<file path="src/rtl/multicycle_control.sv">
// Main control FSM for the multicycle CPU: sequences each instruction through
// fetch/decode/execute/memory/writeback and drives every datapath control line.
module multicycle_control #(
  parameter logic [5:0] OP_RTYPE = 6'h00,
  parameter logic [5:0] OP_LW    = 6'h23,
  parameter logic [5:0] OP_SW    = 6'h2B,
  parameter logic [5:0] OP_BEQ   = 6'h04,
  parameter logic [5:0] OP_J     = 6'h02,
  parameter logic [5:0] OP_ADDI  = 6'h08
) (
  input  logic       clk,
  input  logic       reset,
  input  logic [5:0] Op,
  input  logic       Zero,
  input  logic       mem_ready,
  output logic       PCWrite,
  output logic       PCWriteCond,
  output logic [1:0] PCSource,
  output logic       IorD,
  output logic       MemRead,
  output logic       MemWrite,
  output logic       IRWrite,
  output logic       MemtoReg,
  output logic       RegDst,
  output logic       RegWrite,
  output logic       ALUSrcA,
  output logic [1:0] ALUSrcB,
  output logic [1:0] ALUOp,
  output logic       instr_done,
  output logic       illegal_op
);

  typedef enum logic [3:0] {
    S_FETCH    = 4'd0,
    S_DECODE   = 4'd1,
    S_MEMADR   = 4'd2,
    S_MEMREAD  = 4'd3,
    S_MEMWB    = 4'd4,
    S_MEMWRITE = 4'd5,
    S_EXECUTE  = 4'd6,
    S_ALUWB    = 4'd7,
    S_BRANCH   = 4'd8,
    S_JUMP     = 4'd9,
    S_ADDIEX   = 4'd10,
    S_ADDIWB   = 4'd11
  } state_t;

  state_t state_q, state_d;

  // Zero only qualifies PCWriteCond inside the datapath; the FSM never branches on it.
  logic unused_zero;
  assign unused_zero = Zero;

  always_ff @(posedge clk) begin
    if (reset) begin
      state_q <= S_FETCH;
    end else begin
      state_q <= state_d;
    end
  end

  always_comb begin
    state_d = S_FETCH;
    unique case (state_q)
      S_FETCH:    state_d = mem_ready ? S_DECODE : S_FETCH;
      S_DECODE: begin
        if (Op == OP_LW || Op == OP_SW) begin
          state_d = S_MEMADR;
        end else if (Op == OP_RTYPE) begin
          state_d = S_EXECUTE;
        end else if (Op == OP_BEQ) begin
          state_d = S_BRANCH;
        end else if (Op == OP_J) begin
          state_d = S_JUMP;
        end else if (Op == OP_ADDI) begin
          state_d = S_ADDIEX;
        end else begin
          state_d = S_FETCH;
        end
      end
      S_MEMADR:   state_d = (Op == OP_SW) ? S_MEMWRITE : S_MEMREAD;
      S_MEMREAD:  state_d = mem_ready ? S_MEMWB : S_MEMREAD;
      S_MEMWB:    state_d = S_FETCH;
      S_MEMWRITE: state_d = mem_ready ? S_FETCH : S_MEMWRITE;
      S_EXECUTE:  state_d = S_ALUWB;
      S_ALUWB:    state_d = S_FETCH;
      S_BRANCH:   state_d = S_FETCH;
      S_JUMP:     state_d = S_FETCH;
      S_ADDIEX:   state_d = S_ADDIWB;
      S_ADDIWB:   state_d = S_FETCH;
      default:    state_d = S_FETCH;
    endcase
  end

  // Outputs decode from state; mem_ready gates only the PC/IR load in FETCH and
  // completion of a store, and Op only flags an illegal opcode in DECODE.
  always_comb begin
    PCWrite     = 1'b0;
    PCWriteCond = 1'b0;
    PCSource    = 2'd0;
    IorD        = 1'b0;
    MemRead     = 1'b0;
    MemWrite    = 1'b0;
    IRWrite     = 1'b0;
    MemtoReg    = 1'b0;
    RegDst      = 1'b0;
    RegWrite    = 1'b0;
    ALUSrcA     = 1'b0;
    ALUSrcB     = 2'd0;
    ALUOp       = 2'd0;
    instr_done  = 1'b0;
    illegal_op  = 1'b0;
    if (!reset) begin
      unique case (state_q)
        S_FETCH: begin
          MemRead = 1'b1;
          ALUSrcB = 2'd1;
          PCWrite = mem_ready;
          IRWrite = mem_ready;
        end
        S_DECODE: begin
          ALUSrcB = 2'd3;
          if (!(Op == OP_LW || Op == OP_SW || Op == OP_RTYPE ||
                Op == OP_BEQ || Op == OP_J || Op == OP_ADDI)) begin
            illegal_op = 1'b1;
            instr_done = 1'b1;
          end
        end
        S_MEMADR, S_ADDIEX: begin
          ALUSrcA = 1'b1;
          ALUSrcB = 2'd2;
        end
        S_MEMREAD: begin
          MemRead = 1'b1;
          IorD    = 1'b1;
        end
        S_MEMWB: begin
          RegWrite   = 1'b1;
          MemtoReg   = 1'b1;
          instr_done = 1'b1;
        end
        S_MEMWRITE: begin
          MemWrite   = 1'b1;
          IorD       = 1'b1;
          instr_done = mem_ready;
        end
        S_EXECUTE: begin
          ALUSrcA = 1'b1;
          ALUOp   = 2'd2;
        end
        S_ALUWB: begin
          RegWrite   = 1'b1;
          RegDst     = 1'b1;
          instr_done = 1'b1;
        end
        S_BRANCH: begin
          ALUSrcA     = 1'b1;
          ALUOp       = 2'd1;
          PCWriteCond = 1'b1;
          PCSource    = 2'd1;
          instr_done  = 1'b1;
        end
        S_JUMP: begin
          PCWrite    = 1'b1;
          PCSource   = 2'd2;
          instr_done = 1'b1;
        end
        S_ADDIWB: begin
          RegWrite   = 1'b1;
          instr_done = 1'b1;
        end
        default: ;
      endcase
    end
  end

endmodule

</file>
<file path="config.mk">
export PLATFORM = sky130hd
export DESIGN_NAME = multicycle_control
export DESIGN_NICKNAME = d
export VERILOG_FILES = /design/src/rtl/multicycle_control.sv
export SDC_FILE = /design/constraint.sdc
export NUM_CORES = 1
export LEC_CHECK = 0
export ABC_AREA = 0
export BUFFER_PORTS_ARGS = -buffer_cell sky130_fd_sc_hd__buf_4
export CELL_PAD_IN_SITES_DETAIL_PLACEMENT = 1
export CELL_PAD_IN_SITES_GLOBAL_PLACEMENT = 1
export CORE_MARGIN = 8
export CORE_UTILIZATION = 33
export CTS_CLUSTER_DIAMETER = 50
export DETAILED_ROUTE_END_ITERATION = 16
export GPL_ROUTABILITY_DRIVEN = 0
export HOLD_SLACK_MARGIN = 0.1
export PLACE_DENSITY = 0.92
export SLEW_MARGIN = 20
export SYNTH_ARGS = -nofsm -noshare
export SYNTH_HDL_FRONTEND = slang
export SYNTH_SLANG_ARGS = --single-unit
</file>
<file path="constraint.sdc">
create_clock -name clk -period 2.2 [get_ports clk]
set_clock_uncertainty 0.05 [all_clocks]
set_input_delay 0.11 -clock clk [delete_from_list [all_inputs] [get_ports clk]]
set_output_delay 0.11 -clock clk [all_outputs]
set_load 0.005 [all_outputs]
</file>
## Word-level counts from Yosys, hierarchy flattened

Index checks and enable logic that the tools add are counted.

- Register bits: 4
- Word-level logic and storage cells: 71
- Output and inout port bits: 18
- Input bits: 10

- Reductions and logical operators: 13
- Equality and inequality tests: 16
- Mux-type cells: 41

Operators with widths:

| kind | number |
|---|---|
| 4-bit case mux with 7 select lines | 1 |
| 1-bit 2-to-1 mux | 24 |
| 4-bit 2-to-1 mux | 5 |
| 4-bit by 3-bit equality test with 1-bit output, second input constant | 4 |
| 4-bit equality test, second input constant | 4 |
| 6-bit equality test, second input constant | 2 |
| 3-bit 2-to-1 mux | 3 |
| 4-bit by 2-bit equality test with 1-bit output, second input constant | 2 |
| 2-bit case mux with 2 select lines | 2 |
| 6-bit by 2-bit equality test with 1-bit output, second input constant | 1 |
| 6-bit by 3-bit equality test with 1-bit output, second input constant | 1 |
| 6-bit by 4-bit equality test with 1-bit output, second input constant | 1 |
| 6-bit zero test | 1 |
| 2-bit 2-to-1 mux | 3 |
| 2-bit case mux with 3 select lines | 1 |
| 2-bit OR reduction | 3 |
| 1-bit logical OR | 5 |
| 5-bit OR reduction | 1 |
| 4-bit by 1-bit equality test with 1-bit output, second input constant | 1 |
| 4-bit zero test | 1 |
| 4-bit OR reduction | 1 |
| 1-bit case mux with 3 select lines | 1 |
| 3-bit OR reduction | 1 |
| 1-bit case mux with 2 select lines | 1 |

## Depth between registers and ports, before layout

Gate-level depths: netlist of the first run.

- Depth after elaboration: 9
- Depth in mapped cells: 6
- Gate-level depth less buffers: 4

## Worst setup path before layout of the first run

OpenSTA, ideal clock, no wires.

- Path kind: reg-to-output
- From: register state_q[0]
- To: output port PCSource[0]
- Path buffers: 3
- Data arrival time: 1.168 ns
- Cell stages (with the launch flop): 5
- Slack: 0.872 ns
- Cell sequence: dfxtp_1 -> buf_2 -> clkbuf_1 -> nor4_1 -> buf_4

- Cells in the longest elaborated chain, start to end: 3
- Elaborated cells between the ends (all ways): 4

RTL lines:

| what | RTL line | text |
|---|---|---|
| start, declared | 48 | `state_t state_q, state_d;` |
| start signal, assigned | 58 | `state_q <= state_d;` |
| 4-bit equality test | 114 | `unique case (state_q)` |
| 2-bit case mux with 2 select lines * | 114 |  |
| 2-bit 2-to-1 mux * | 113 | `if (!reset) begin` |
| end, declared | 18 | `output logic [1:0] PCSource,` |

Mark *: on every way between the ends. The rest lies on a longest branch, timed or not.

## Worst setup path in the final report of the first run

- From: register state_q[0]
- To: output port instr_done

- Cells in the longest elaborated chain, start to end: 4
- Elaborated cells between the ends (all ways): 10

RTL lines:

| what | RTL line | text |
|---|---|---|
| 4-bit equality test or 4-bit by 3-bit equality test with 1-bit output (tied branches) | 114 |  |
| 5-bit OR reduction (no line) | - |  |
| 1-bit case mux with 3 select lines * | 114 |  |
| 1-bit 2-to-1 mux * | 113 |  |
| end, declared | 29 | `output logic instr_done,` |

Marked as above.

==> results of run 1 <==
-- final cells by class --
cell class | count | area (µm²)
Clock buffer | 3 | 22.5
Sequential cell | 4 | 80.1
Multi-Input combinational cell | 77 | 475
Timing Repair Buffer | 28 | 210
Fill cell | 242 | 945
Tap cell | 25 | 31.3
-- metal layers --
layer	GRT usage, %	vias to the layer above	part of all wire [%]
met5	0	-	0
met2	20.0	21	48
li1	-	393	-
met1	13.7	348	47
met3	2.17	2	4.4
met4	5.10	0	0.55
-- cell families after synthesis --
kind of cell / count (synthesis) / share of synthesized area (%)
flops: 4 / 12.8
compound gates: 22 / 23.4
xor+xnor: 2 / 2.80
buf+inv: 10 / 11.2
simple gates: 53 / 49.8
-- worst max-delay path by stage --
stage,start,to,slack [ns],depth (start not counted)
2_1_floorplan,state_q[0]$_SDFF_PP0_,PCSource[0],0.87,4
3_3_place_gp,state_q[0]$_SDFF_PP0_,instr_done,0.47,4
3_5_place_dp,state_q[0]$_SDFF_PP0_,instr_done,0.44,4
4_1_cts,state_q[0]$_SDFF_PP0_,instr_done,0.19,4
5_1_grt,state_q[0]$_SDFF_PP0_,instr_done,0.03,4
6_report,state_q[0]$_SDFF_PP0_,instr_done,0.21,4
-- placed cells by master, fill, tap and decap left out, types with 2 or more instances in the layout --
cell type,n
a211oi_1,2
a21oi_1,5
a31oi_1,4
buf_4,28
clkbuf_4,3
dfxtp_1,4
nand2_1,5
nand2b_1,6
nor2_1,9
nor3_1,12
nor3b_1,2
nor4_1,6
nor4b_1,2
o21ai_0,3
o21bai_1,2
-- through the flow --
stage,hold slack [ns],total power (W)
after floorplan,0.248,0.000121
after global placement,0.377,0.000153
after detailed placement,0.384,0.000156
after CTS,0.139,0.000247
after global routing,0.157,0.000261
final,0.142,0.000243
-- where the power goes --
| group | total, W | switching, W | internal (W) |
|---|---|---|---|
| sequential | 0.0000810 | 0.00000639 | 0.0000746 |
| combinational | 0.0000737 | 0.0000374 | 0.0000363 |
| clock | 0.0000887 | 0.0000279 | 0.0000609 |
==> metrics.yaml, run 1 <==
synth_edf_count: 0
dr.pass1.iters: 4
antenna_found_initial: 0
postCtsResizedCells: 0
wire_per_inst_um: 14.5
dp_cells: 134
status: "finished clean"
cp-end-kind: "output pin"
synth_cells: 91
postCtsSetupRepairBufs: 0
setup_tns_ns: 0
drive_gt1_share_pct: 31.3
cts_tree: "built"
hp-class: "input pin to flop"
worst_slew_pin_slew_ns: 0.547
io_buffers: 26
place_ws_ns: 0.444
hold_viol: 0
p_leak_nw: 0.324
r2r_start: "state_q[0]$_SDFF_PP0_"
maxSlewHeadroom_pct: 63.5
clkLatencyLatePin_ns: 0.23
reg2reg_slack_ns: 0.48
drv_cap: 0
finalInstanceArea_um2: 820
via_count: 764
fmax_ghz: 0.503
path_max_fanout: 18
rr_endpoint: "state_q[2]$_SDFF_PP0_"
numCtsBuffers: 3
ys_types: 37
ys_warn_count: 0
start_util_pct: 35.5
drt-initial-drc-count: 11
gr-total-overflow: 0
fin_ws_ns: 0.213
setup_viol: 0
hold_depth: 2
track_usage_pct: 11.7
crit_required_ns: 2.04
grt_pass1_vias: 761
via_per_inst: 5.58
grt_pass1_wl_um: 3400
core_area_mm2: 0.00176
cts.root.buffer_cell: "clkbuf_4"
h-tree-depth: 1
min_from: "reset"
synth_seq_cells: 4
yosysMostFrequentCell: "nor3_1"
maxSlewViolCount: 0
final.period_utilization_pct: 90.3
antenna_cells: 0
cp_data_arrival_time_ns: 1.83
synth_top_area_share_pct: 12.8
synth_seq_area_share_pct: 12.8
fin_crit_ns: 1.99
ff2ff_path_depth: 4
critPathSlowestCell: "dfxtp_1"
max_stage_delay_ns: 0.64
clockBufferDepth: 2
nets: 124
holdPathEnd: "state_q[3]$_SDFF_PP0_"
synth.area.top_cells: "dfxtp_1 13%, nor3_1 9.6%, nand2b_1 6.0%, nor4_1 6.0%, nor2_1 5.4%"
yosys_most_used_dff: "dfxtp_1"
crit_type: "flop to output pin"
ctsHoldBuffers: 0
ys_top_cells_by_count: "12 x nor3_1, 9 x nor2_1, 6 x nand2b_1, 6 x nor4_1"
startpoint_type: "flop"
clkTransAtPathRegs_ns: 0.04
power_density_mw_per_mm2: 297
cp.buffers_inverters: 1
fin_util_pct: 46.5
fp.dieW_um: 59.5
dieArea_mm2: 0.00355
synthToLayoutAreaGrowth_pct: 31.0
io_pins: 28
netlist_area_um2: 626
hpwl_um: 1510
regMostFlops: "state_q"
remaining_drc_errors: 0
ir_drop_mv: 0.137
die_h_um: 59.5
syn_avg_cell_area_um2: 6.87
detail-route-antenna-nets: 0
async_reset_ff_share_pct: 0
top_regs: "state_q x4"
synth_nets: 101
crit_family: "flip-flops"
wirelength_um: 1990
crit_chain: "and2b_2 > a2111oi_0 > a31o_1 > buf_4"
clkSinkCount: 4
placed_area_um2: 797
largest_reg_flops: 4
grt_setup_unrepaired: "no"
final_cells: 137
num_rows: 15
grt_max_degree: 20
synth_area_leader_cell: "dfxtp_1"
No activity file was read; power rests on OpenSTA's default activity.
==> run 2, diff against run 1 <==
PLACE_DENSITY = unset   (was 0.92)
PLACE_DENSITY_LB_ADDON = 0.08   (was unset)
REMOVE_ABC_BUFFERS = 1   (was unset)
==> run 2 against run 1 <==
Compared with the run above:
- cell count increased by 0.73%
- critical path depth increased by 2
- count of clock-buffer cells in the layout unchanged
- combinational power increased by 6.2%
- largest cell class unchanged
- via count decreased by 0.26%
- highest routed layer unchanged
- register-to-register slack improved by 0.07 ns
==> metrics.yaml, run 2 (synthesis results as in run 1) <==
numCtsBuffers: 3  # unchanged
grt_pass1_wl_um: 3440  # +1.0%
clkLatencyLatePin_ns: 0.23  # about the same
fp.dieW_um: 59.5  # unchanged
top_regs: "state_q x4"
num_rows: 15  # unchanged
postCtsSetupRepairBufs: 0  # unchanged
drive_gt1_share_pct: 31.9  # +0.61 points
status: "finished clean"
final_cells: 138  # +0.73%
io_pins: 28  # unchanged
power_density_mw_per_mm2: 297  # +0.12%
antenna_found_initial: 0  # unchanged
ff2ff_path_depth: 6  # +2
setup_tns_ns: 0  # unchanged
crit_cells: 6  # +2
crit_type: "flop to output pin"
clockBufferDepth: 2  # unchanged
regMostFlops: "state_q"
power_w: 0.000246  # +1.0%
clkTransAtPathRegs_ns: 0.04  # about the same
crit_chain: "buf_4 > nand2b_1 > nand2_1 > o22a_1 > nor2_1 > buf_4"
synthToLayoutAreaGrowth_pct: 32.2
ir_drop_mv: 0.153  # +12%
dieArea_mm2: 0.00355  # unchanged
grt_max_degree: 20  # unchanged
worst_slew_pin_slew_ns: 0.516  # -0.0311 ns
cp.buffers_inverters: 2  # +1
hp-class: "input pin to flop"
fmax_ghz: 0.528  # +5.0%
grt_setup_unrepaired: "no"
grt_pass1_vias: 771  # +1.3%
ctsHoldBuffers: 0  # unchanged
hpwl_um: 1590  # +5.6%
core_area_mm2: 0.00176  # unchanged
critPathSlowestCell: "dfxtp_1"
final_common_cell: "buf_4"
fin_util_pct: 46.9  # +0.43 points
maxSlewViolCount: 0  # unchanged
path_max_fanout: 10  # -8
crit_top_cell: "buf_4"
start_util_pct: 35.5  # unchanged
io_buffers: 26  # unchanged
drt-initial-drc-count: 14  # +3
most-common-layout-cells: "29 x buf_4, 12 x nor3_1, 9 x nor2_1, 6 x nand2b_1, 6 x nor4_1"
wire_per_inst_um: 15.2  # +5.0%
nets: 125  # +0.81%
detail-route-antenna-nets: 0  # unchanged
final.period_utilization_pct: 86.0  # -4.3 points
crit_family: "flip-flops"
setup_viol: 0  # unchanged
cp_data_arrival_time_ns: 1.73  # -0.10 ns
hold_depth: 2  # unchanged
largest_reg_flops: 4  # unchanged
h-tree-depth: 1  # unchanged
antenna_cells: 0  # unchanged
cp-end-kind: "output pin"
wirelength_um: 2100  # +5.8%
dp_cells: 135  # +0.75%
fin_crit_ns: 1.89  # -0.0942 ns
clkSinkCount: 4  # unchanged
postCtsResizedCells: 0  # unchanged
crit_required_ns: 2.04  # about the same
remaining_drc_errors: 0  # unchanged
cts_tree: "built"
cts.root.buffer_cell: "clkbuf_4"
hold_viol: 0  # unchanged
via_count: 762  # -0.26%
die_h_um: 59.5  # unchanged
track_usage_pct: 12.1  # +0.39 points
p_leak_nw: 0.329  # +1.6%
maxSlewHeadroom_pct: 65.5  # +2.1 points
via_per_inst: 5.52  # -0.98%
max_stage_delay_ns: 0.48  # -0.16 ns
startpoint_type: "flop"
dr.pass1.iters: 4  # unchanged
gr-total-overflow: 0  # unchanged
drv_cap: 0  # unchanged
==> run 2: changes by cell type in the layout (fill, tap and decap cells not counted), sizes merged <==
cell  delta
buf      +1
==> run 2: power by group <==
part | switching (W) | internal, W
clock | 0.0000281 | 0.0000609
combinational | 0.0000405 | 0.0000378
sequential | 0.00000411 | 0.0000746
total | 0.0000727 | 0.000173
==> run 2: cell type report <==
class / instances / area (µm²)
fillers: 252 / 937
multi-input cells: 77 / 475
flip-flops and latches: 4 / 80.1
clock buffers: 3 / 22.5
well taps: 25 / 31.3
repair buffers: 29 / 218
==> run 2: routing by layer <==
| layer | track usage (%) | wire, µm | up-vias |
|---|---|---|---|
| li1 | - | - | 389 |
| met1 | 15.8 | 1020 | 351 |
| met2 | 19.6 | 974 | 20 |
| met3 | 1.74 | 100 | 2 |
| met4 | 4.08 | 2 | 0 |
| met5 | 0 | 0 | - |
==> run 2: stage by stage <==
step / hold WS, ns / setup slack, ns / cell area (µm²)
after floorplan: 0.136 / 0.563 / 556
after global placement: 0.385 / 0.551 / 805
after detailed placement: 0.402 / 0.530 / 805
after CTS: 0.151 / 0.268 / 827
after global routing: 0.177 / 0.147 / 827
final: 0.163 / 0.307 / 827
==> run 2: worst paths after layout <==
check	from	to	slack [ns]
hold / removal	reset	state_q[3]$_SDFF_PP0_	0.16
setup reg to reg	state_q[0]$_SDFF_PP0_	state_q[1]$_SDFF_PP0_	0.55
hold reg to reg	state_q[1]$_SDFF_PP0_	state_q[1]$_SDFF_PP0_	0.56
setup / recovery	state_q[0]$_SDFF_PP0_	RegWrite	0.31
==> run 2: worst reg2reg max path, cell delays in order, from the launching register on <==
cell and delay, ns:
dfxtp_1 0.48, buf_4 0.22, nand2b_1 0.08, buf_4 0.18, nor4_1 0.24, o21ai_0 0.15, a31oi_1 0.17
